## src/rtl/seq_mul_pkg.sv

```systemverilog
// seq_mul_pkg: shared FSM state encoding and a counter-width helper for seq_multiplier
// Ports: none (package).
package seq_mul_pkg;

    typedef enum logic [1:0] {
        S_IDLE = 2'd0,
        S_CALC = 2'd1,
        S_DONE = 2'd2
    } state_t;

    // Bits needed to count 0..v-1, never less than one.
    function automatic int clog2(input int v);
        int r;
        r = 1;
        for (int i = 1; i < 32; i++)
            if ((1 << i) < v) r = i + 1;
        return r;
    endfunction

endpackage

```

## src/rtl/seq_mul_if.sv

```systemverilog
// seq_mul_if: start/done handshake and operand/product bus of seq_multiplier
// Ports: start, a, b, sgn (requester -> multiplier); ready, busy, done, p (multiplier -> requester).
// Modports: master (requester side), slave (multiplier side).
interface seq_mul_if #(parameter int WIDTH = 8);
    logic                 start;
    logic                 sgn;
    logic [WIDTH-1:0]     a;
    logic [WIDTH-1:0]     b;
    logic                 ready;
    logic                 busy;
    logic                 done;
    logic [2*WIDTH-1:0]   p;

    modport master (output start, a, b, sgn, input ready, busy, done, p);
    modport slave  (input start, a, b, sgn, output ready, busy, done, p);
endinterface

```

## src/rtl/seq_mul_step.sv

```systemverilog
// seq_mul_step: one combinational shift-and-add step of the multiplier
// Ports: acc (upper accumulator half), mplr_rest (multiplier bits above the LSB),
//        mcand (multiplicand), lsb (multiplier LSB), nxt (next shifted {acc, mplr}).
module seq_mul_step #(
    parameter int WIDTH = 8
) (
    input  logic [WIDTH-1:0]   acc,
    input  logic [WIDTH-1:1]   mplr_rest,
    input  logic [WIDTH-1:0]   mcand,
    input  logic               lsb,
    output logic [2*WIDTH-1:0] nxt
);
    logic [WIDTH:0] sum;

    // WIDTH+1-bit add so the carry-out shifts into the accumulator MSB.
    always_comb begin
        sum = {1'b0, acc} + (lsb ? {1'b0, mcand} : '0);
        nxt = {sum, mplr_rest};
    end
endmodule

```

## src/rtl/seq_multiplier.sv

```systemverilog
// seq_multiplier: parametrised sequential shift-and-add multiplier behind a start/done handshake
// Ports: clk (rising edge), rst_n (synchronous, active-low), bus (seq_mul_if.slave:
//        start/a/b/sgn in, ready/busy/done/p out; p is 2*WIDTH bits).
// Config: define SEQ_MUL_SIGNED_EN to honour sgn (two's-complement operands and product);
//         otherwise sgn is ignored and every operation is unsigned.
module seq_multiplier
    import seq_mul_pkg::*;
#(
    parameter int WIDTH = 8
) (
    input  logic      clk,
    input  logic      rst_n,
    seq_mul_if.slave  bus
);
    localparam int CW = clog2(WIDTH);

    state_t             state_q, state_d;
    logic [CW-1:0]      cnt_q, cnt_d;
    logic [2*WIDTH-1:0] acc_q, acc_d;
    logic [WIDTH-1:0]   mcand_q, mcand_d;
    logic [2*WIDTH-1:0] p_q, p_d;
    logic [2*WIDTH-1:0] step;
    logic [2*WIDTH-1:0] res;
    logic [WIDTH-1:0]   a_in, b_in;
    logic               accept;

    seq_mul_step #(.WIDTH(WIDTH)) u_step (
        .acc       (acc_q[2*WIDTH-1:WIDTH]),
        .mplr_rest (acc_q[WIDTH-1:1]),
        .mcand     (mcand_q),
        .lsb       (acc_q[0]),
        .nxt       (step)
    );

`ifdef SEQ_MUL_SIGNED_EN
    logic neg_q, neg_d;

    // Signed operations run on magnitudes; the product sign is reapplied at completion.
    always_comb begin
        a_in  = (bus.sgn && bus.a[WIDTH-1]) ? -bus.a : bus.a;
        b_in  = (bus.sgn && bus.b[WIDTH-1]) ? -bus.b : bus.b;
        neg_d = accept ? (bus.sgn && (bus.a[WIDTH-1] ^ bus.b[WIDTH-1])) : neg_q;
        res   = neg_q ? -step : step;
    end

    always_ff @(posedge clk)
        if (!rst_n) neg_q <= 1'b0;
        else        neg_q <= neg_d;
`else
    always_comb begin
        a_in = bus.a;
        b_in = bus.b;
        res  = step;
    end
`endif

    always_comb begin
        accept  = bus.start && state_q != S_CALC;
        state_d = state_q;
        cnt_d   = cnt_q;
        acc_d   = acc_q;
        mcand_d = mcand_q;
        p_d     = p_q;
        if (accept) begin
            state_d = S_CALC;
            cnt_d   = '0;
            acc_d   = {{WIDTH{1'b0}}, b_in};
            mcand_d = a_in;
        end else if (state_q == S_CALC) begin
            acc_d = step;
            cnt_d = cnt_q + 1'b1;
            if (cnt_q == CW'(WIDTH - 1)) begin
                state_d = S_DONE;
                cnt_d   = '0;
                p_d     = res;
            end
        end else if (state_q == S_DONE) begin
            state_d = S_IDLE;
        end
        bus.ready = state_q != S_CALC;
        bus.busy  = state_q == S_CALC;
        bus.done  = state_q == S_DONE;
        bus.p     = p_q;
    end

    always_ff @(posedge clk) begin
        if (!rst_n) begin
            state_q <= S_IDLE;
            cnt_q   <= '0;
            acc_q   <= '0;
            mcand_q <= '0;
            p_q     <= '0;
        end else begin
            state_q <= state_d;
            cnt_q   <= cnt_d;
            acc_q   <= acc_d;
            mcand_q <= mcand_d;
            p_q     <= p_d;
        end
    end
endmodule

```

## src/flat_wrapper.sv

```systemverilog
// flat-port wrapper written by rule: the top's interface ports become plain ports
module seq_multiplier_flat import seq_mul_pkg::*;
#(
    parameter int WIDTH = 8
)
  (clk, rst_n, bus_start, bus_a, bus_b, bus_sgn, bus_ready, bus_busy, bus_done, bus_p);
  seq_mul_if #(.WIDTH(WIDTH)) bus_i ();
  input  logic clk;
  input  logic rst_n;
  input wire logic [$bits(bus_i.start)-1:0] bus_start;
  input wire logic [$bits(bus_i.a)-1:0] bus_a;
  input wire logic [$bits(bus_i.b)-1:0] bus_b;
  input wire logic [$bits(bus_i.sgn)-1:0] bus_sgn;
  output wire logic [$bits(bus_i.ready)-1:0] bus_ready;
  output wire logic [$bits(bus_i.busy)-1:0] bus_busy;
  output wire logic [$bits(bus_i.done)-1:0] bus_done;
  output wire logic [$bits(bus_i.p)-1:0] bus_p;
  assign bus_i.start = bus_start;
  assign bus_i.a = bus_a;
  assign bus_i.b = bus_b;
  assign bus_i.sgn = bus_sgn;
  assign bus_ready = bus_i.ready;
  assign bus_busy = bus_i.busy;
  assign bus_done = bus_i.done;
  assign bus_p = bus_i.p;
  seq_multiplier #(.WIDTH(WIDTH)) u_core (.clk(clk), .rst_n(rst_n), .bus(bus_i));
endmodule
```

## config.mk

```make
export PLATFORM = sky130hd
export DESIGN_NAME = seq_multiplier_flat
export DESIGN_NICKNAME = d
export VERILOG_FILES = /design/src/rtl/seq_mul_pkg.sv /design/src/rtl/seq_mul_if.sv /design/src/rtl/seq_mul_step.sv /design/src/rtl/seq_multiplier.sv /design/src/flat_wrapper.sv
export SDC_FILE = /design/constraint.sdc
export NUM_CORES = 1
export LEC_CHECK = 0
export CORE_ASPECT_RATIO = 1.1
export CORE_MARGIN = 2
export CORE_UTILIZATION = 50
export DETAILED_ROUTE_END_ITERATION = 6
export GPL_TIMING_DRIVEN = 0
export MAX_ROUTING_LAYER = met4
export PLACE_DENSITY = 0.74
export SLEW_MARGIN = 20
export SYNTH_ARGS = -nofsm -noshare
export SYNTH_HDL_FRONTEND = slang
export SYNTH_SLANG_ARGS = --single-unit
```

## constraint.sdc

```tcl
create_clock -name clk -period 2.7 [get_ports clk]
set_clock_uncertainty 0.2 [all_clocks]
set_input_delay 0.54 -clock clk [delete_from_list [all_inputs] [get_ports clk]]
set_output_delay 0.54 -clock clk [all_outputs]
set_load 0.02 [all_outputs]
```

Word-level counts from Yosys, hierarchy flattened
Cells that the tools add are included.
- add/subtract/negate cells: 2
- eq/ne operators: 6
- mux-type cells: 8
- bitwise operators: 2
- reduce and logical (&&, ||, !) cells: 8
- operator list (cell ; number):
    $add A32 B1 Y32 const B ; 1
    $eq A32 B3 Y1 const B ; 1
    $mux W32 ; 1
    $mux W8 ; 3
    $add A8 B8 Y9 ; 1
    $mux W2 ; 3
    $ne A2 B1 Y1 const B ; 2
    $reduce_and A2 Y1 ; 2
    $reduce_bool A2 Y1 ; 2
    $ne A3 B1 Y1 const B ; 1
    $reduce_and A3 Y1 ; 1
    $reduce_bool A3 Y1 ; 1
    $eq A2 B1 Y1 const B ; 1
    $eq A2 B2 Y1 const B ; 1
    $not A1 Y1 ; 2
    $reduce_or A2 Y1 ; 1
    $logic_and A1 B1 Y1 ; 1
    $mux W1 ; 1
- register bits: 74
- bits of input ports: 20
- output and inout bits: 19

Logic depth before layout (Yosys ltp)
- word-level depth: 4
- depth in mapped cells: 9
- depth with buffers taken out: 8

Hierarchy
Synthesis repeated with hierarchy kept, for this count alone.
- cells, all modules: 398
- area, all modules: 3644.7 um2
- by module, submodules not included (module ; instances ; cells each ; area each (um2)):
    seq_multiplier ; 1 ; 341 ; 3218.1
    seq_mul_step ; 1 ; 57 ; 426.7

Least setup slack after synthesis
OpenSTA, ideal clock, no wires.
- path type: reg-to-reg
- start: reg u_core.state_q[1]
- end: reg u_core.cnt_q[31]
- setup time: 0.118 ns
- arrival time: 2.004 ns
- path slack: 0.379 ns
- cell stages (with the launch flop): 9
- path buffers: 1
- period minus slack after synthesis: 2.321 ns
- cells stage by stage: dfxtp_1 > inv_1 > ha_1 > buf_2 > nand4_1 > or4_4 > nor4_2 > xnor2_1 > nor2_2
- RTL lines (what ; RTL line ; RTL):
    from (decl) ; seq_multiplier.sv:17 ; state_t state_q, state_d;
    from (signal assigned) ; seq_multiplier.sv:94 ; state_q <= state_d;
    $eq A2 B1 Y1 ; n/a ;
    via bus_busy ; flat_wrapper.sv:15 ; output wire logic [$bits(bus_i.busy)-1:0] bus_busy;
    to (signal assigned) ; seq_multiplier.sv:95 ; cnt_q <= cnt_d;
    to (decl) ; seq_multiplier.sv:18 ; logic [CW-1:0] cnt_q, cnt_d;
The timed path passes the listed nets, and every way through them passes these cells.
A chain may end at the register's enable or synchronous reset.

Worst setup path in the final report
- start: reg u_core.state_q[0]
- end: out bus_ready
- cells in the longest elaborated chain, start to end: 1
- RTL lines (what ; RTL line ; RTL):
    $ne A2 B1 Y1 ; seq_multiplier.sv:80 ; bus.ready = state_q != S_CALC;
    to (decl) ; flat_wrapper.sv:14 ; output wire logic [$bits(bus_i.ready)-1:0] bus_ready;
No other way between the ends.

==> impl_metrics.yaml <==
floorplan:
  row_count: 32
  start_util_pct: 50.8
  die_w_um: 84.0
  pin_count: 39
  die_area_mm2: 0.00772
  core-area_mm2: 0.00693
  die_h_um: 92.0
routing:
  drt_pass1_iterations: 4
  wirelength_um: 7330
  dr_total_vias: 2920
  route.detailed.wl_per_inst_um: 13.6
  first_iter_violations: 85
  drcViolationCount: 0
  via_per_inst: 5.41
  postRouteAntennaNets: 0
sta:
  hold-worst-slack_ns: 0.256
  slew_headroom_pct: 56.7
  setup-violations-final: 0
  timing.final.crit_share_pct: 93.3
  timing.fmax_mhz: 397
  tns_ns: 0
  rsz0062_at_grt: "false"
  hold_viol: 0
  worst_pin_slew_ns: 0.644
  finalMaxSlewViolations: 0
  fin_crit_ns: 2.52
worst_setup_path:
  slowest_delay_ns: 0.39
  cp_max_fo: 9
  crit_arrival_ns: 1.78
  criticalPathCategory: "register to output pin"
  start_kind: "register"
  required_ns: 1.96
  crit_chain: "ha_1 -> buf_2 -> clkinv_1 -> dlygate4sd2_1"
  cp_slowest_cell: "dfxtp_1"
  cp-end-kind: "output pin"
pwr:
  vdd_drop_max_v: 0.000335
  p_leak_uw: 0.00151
  pwr_density_cell_mw_per_mm2: 547
yosys:
  syn_area_mm2: 0.00352
  async_reset_ff_share_pct: 0
  syn_inst: 404
  synth_edf_count: 0
  ys.flop_type: "dfxtp_1"
  synth_cell_types: 39
  synth.yosys.seq_area_share_pct: 42.1
  synth_fp_nets: 437
  synth_area_per_cell_um2: 8.71
  ys_warn_count: 0
  ys_seq_elements: 74
layout:
  final_nets: 483
  area_growth_pct: 19.3
  fin_util_pct: 60.6
  antenna_cells: 0
  final_layout_size_suffix_gt1_share_pct: 8.13
  regArea_mm2: 0.00148
  fillers: 621
  multiInputGateArea_mm2: 0.00193
flow_run:
  drv_cap: 0
worst_hold_path:
  hold_path.class: "register to register"
place:
  gp_congestion: 0.892
  portBuffers: 35
  place.detailed.hpwl_um: 5290
global_routing:
  grtUsageTotal_pct: 21.0
  grt-busiest-layer: "met2"
  grt_pass1_wl_um: 12900
  antenna_found_initial: 0
  grt_max_degree: 15
  grt_pass1_vias: 2876
  gr-total-overflow: 0
  grt_use_met1_pct: 25.3
  gr-usage-met2_pct: 35.4
  met3_usage_pct: 3.24
clocking:
  cts.sinks: 74
  cts_tree: "done"
  ctsLongestPathBuffers: 2
  clk_pin_slew_worst_paths_ns: 0.09
  cts-htree-levels: 3
  cts_buffers: 9
  ctsHoldBuffers: 0
  cts-root-buf: "clkbuf_8"
  insertion_delay_ns: 0.35
run_status:
  status: "finished clean"
placed cells by master, fill, tap and decap left out, types with 2 or more instances in the layout:
master           count
dfxtp_1             74
nor2_1              68
nand2_1             37
clkdlybuf4s50_1     34
a21oi_1             24
mux2i_1             23
xor2_1              19
xnor2_1             17
nand3_1             15
nand4_1             13
ha_1                12
and2_1              10
nor4_1               9
clkbuf_1             9
clkbuf_8             9
buf_2                8
inv_1                6
nor3_1               6
o21ai_0              6
and4_1               5
nor4_2               5
a211oi_1             4
nor2_2               4
nor2b_1              3
and3_1               3
o22ai_1              3
clkinvlp_4           3
nor4b_1              2
o21bai_1             2
buf_1                2
o2111ai_1            2
o21a_1               2
a21o_1               2
bufinv_16            2
inv_6                2
routing by layer:
layer | up-vias | routed length (um) | part of all wire [%]
li1 | 1490 | - | -
met1 | 1374 | 3460 | 47
met2 | 43 | 3540 | 48
met3 | 13 | 203 | 2.8
met4 | 0 | 126 | 1.7
met5 | - | 0 | 0
cells in the mapped netlist, drive strengths merged (4+ instances only):
cell,count,share of area [%]
mux2i,23,6.5
nor4,14,3.4
nor2,72,8.0
nor3,7,1.1
a21oi,24,3.4
buf,10,1.4
nand3,15,2.1
o21ai,6,0.85
nand2,37,3.9
xor2,19,4.7
inv,6,0.64
nand4,14,2.7
dfxtp,74,42
ha,12,4.3
clkbuf,9,0.96
and4,6,1.5
xnor2,17,4.2
and2,10,1.8
a211oi,4,0.85
repair_timing:
| action | CTS | global route |
|---|---|---|
| setup endpoints to repair | 1 | 0 |
| resized for setup | 1 | 0 |
| setup buffers | 0 | 0 |
flip-flops by register name, indices dropped and copies added (netlist names):
register,cells
u_core.acc_q,16
u_core.cnt_q,32
u_core.bus.p,16
u_core.state_q,2
u_core.mcand_q,8
worst max-delay path: cells and delay by family (launching register included):
family / cells / cell delay (ns)
DFF: 1 / 0.39
adders and majority gates: 1 / 0.20
buffers and inverters: 3 / 0.83
worst paths after layout:
kind	startpoint	to	slack (ns)	depth (start not counted)
max reg2reg	u_core.acc_q[0]	u_core.acc_q[15]	0.21	8
min	u_core.mcand_q[7]	u_core.mcand_q[7]	0.26	2
max	u_core.state_q[0]	bus_ready	0.18	4
min reg2reg	u_core.mcand_q[7]	u_core.mcand_q[7]	0.26	2
per-stage QoR:
step	area (um^2)	setup slack, ns	cells	total power, uW
detailed placement	3970	0.274	524	1350
finish	4200	0.182	540	2290
global route	4200	0.0115	540	2380
global placement	3970	0.249	524	1340
floorplan	3520	0.379	404	1280
CTS	4200	0.162	540	2310
power breakdown:
group          total (uW)  switching, uW  internal (uW)
sequential           1130           19.4           1110
clock                 974            447            526
combinational         187            111           76.1
cells by family (layout without fill, tap and decap cells):
group / count (synthesis) / in the layout / share of synthesized area [%]
XOR/XNOR: 36 / 36 / 8.96
AND/OR/NAND/NOR: 186 / 186 / 26.8
multiplexers: 23 / 23 / 6.55
buffers and inverters: 26 / 77 / 3.06
flip-flops: 74 / 74 / 42.1
adder cells (fa/ha/maj): 13 / 13 / 4.84
AO/OA/AOI/OAI: 46 / 46 / 7.65
cell type report:
type                       instances  share of cell area, %
buffer                            19                   1.94
clock buffer                       9                   2.95
clock inverter                     7                   2.39
inverter                           7                  0.626
multi-input combinational        304                   45.9
sequential                        74                   35.3
tap                               85                   2.53
timing repair buffer              35                   8.32
Note: power is estimated with default switching activity, not from simulation.
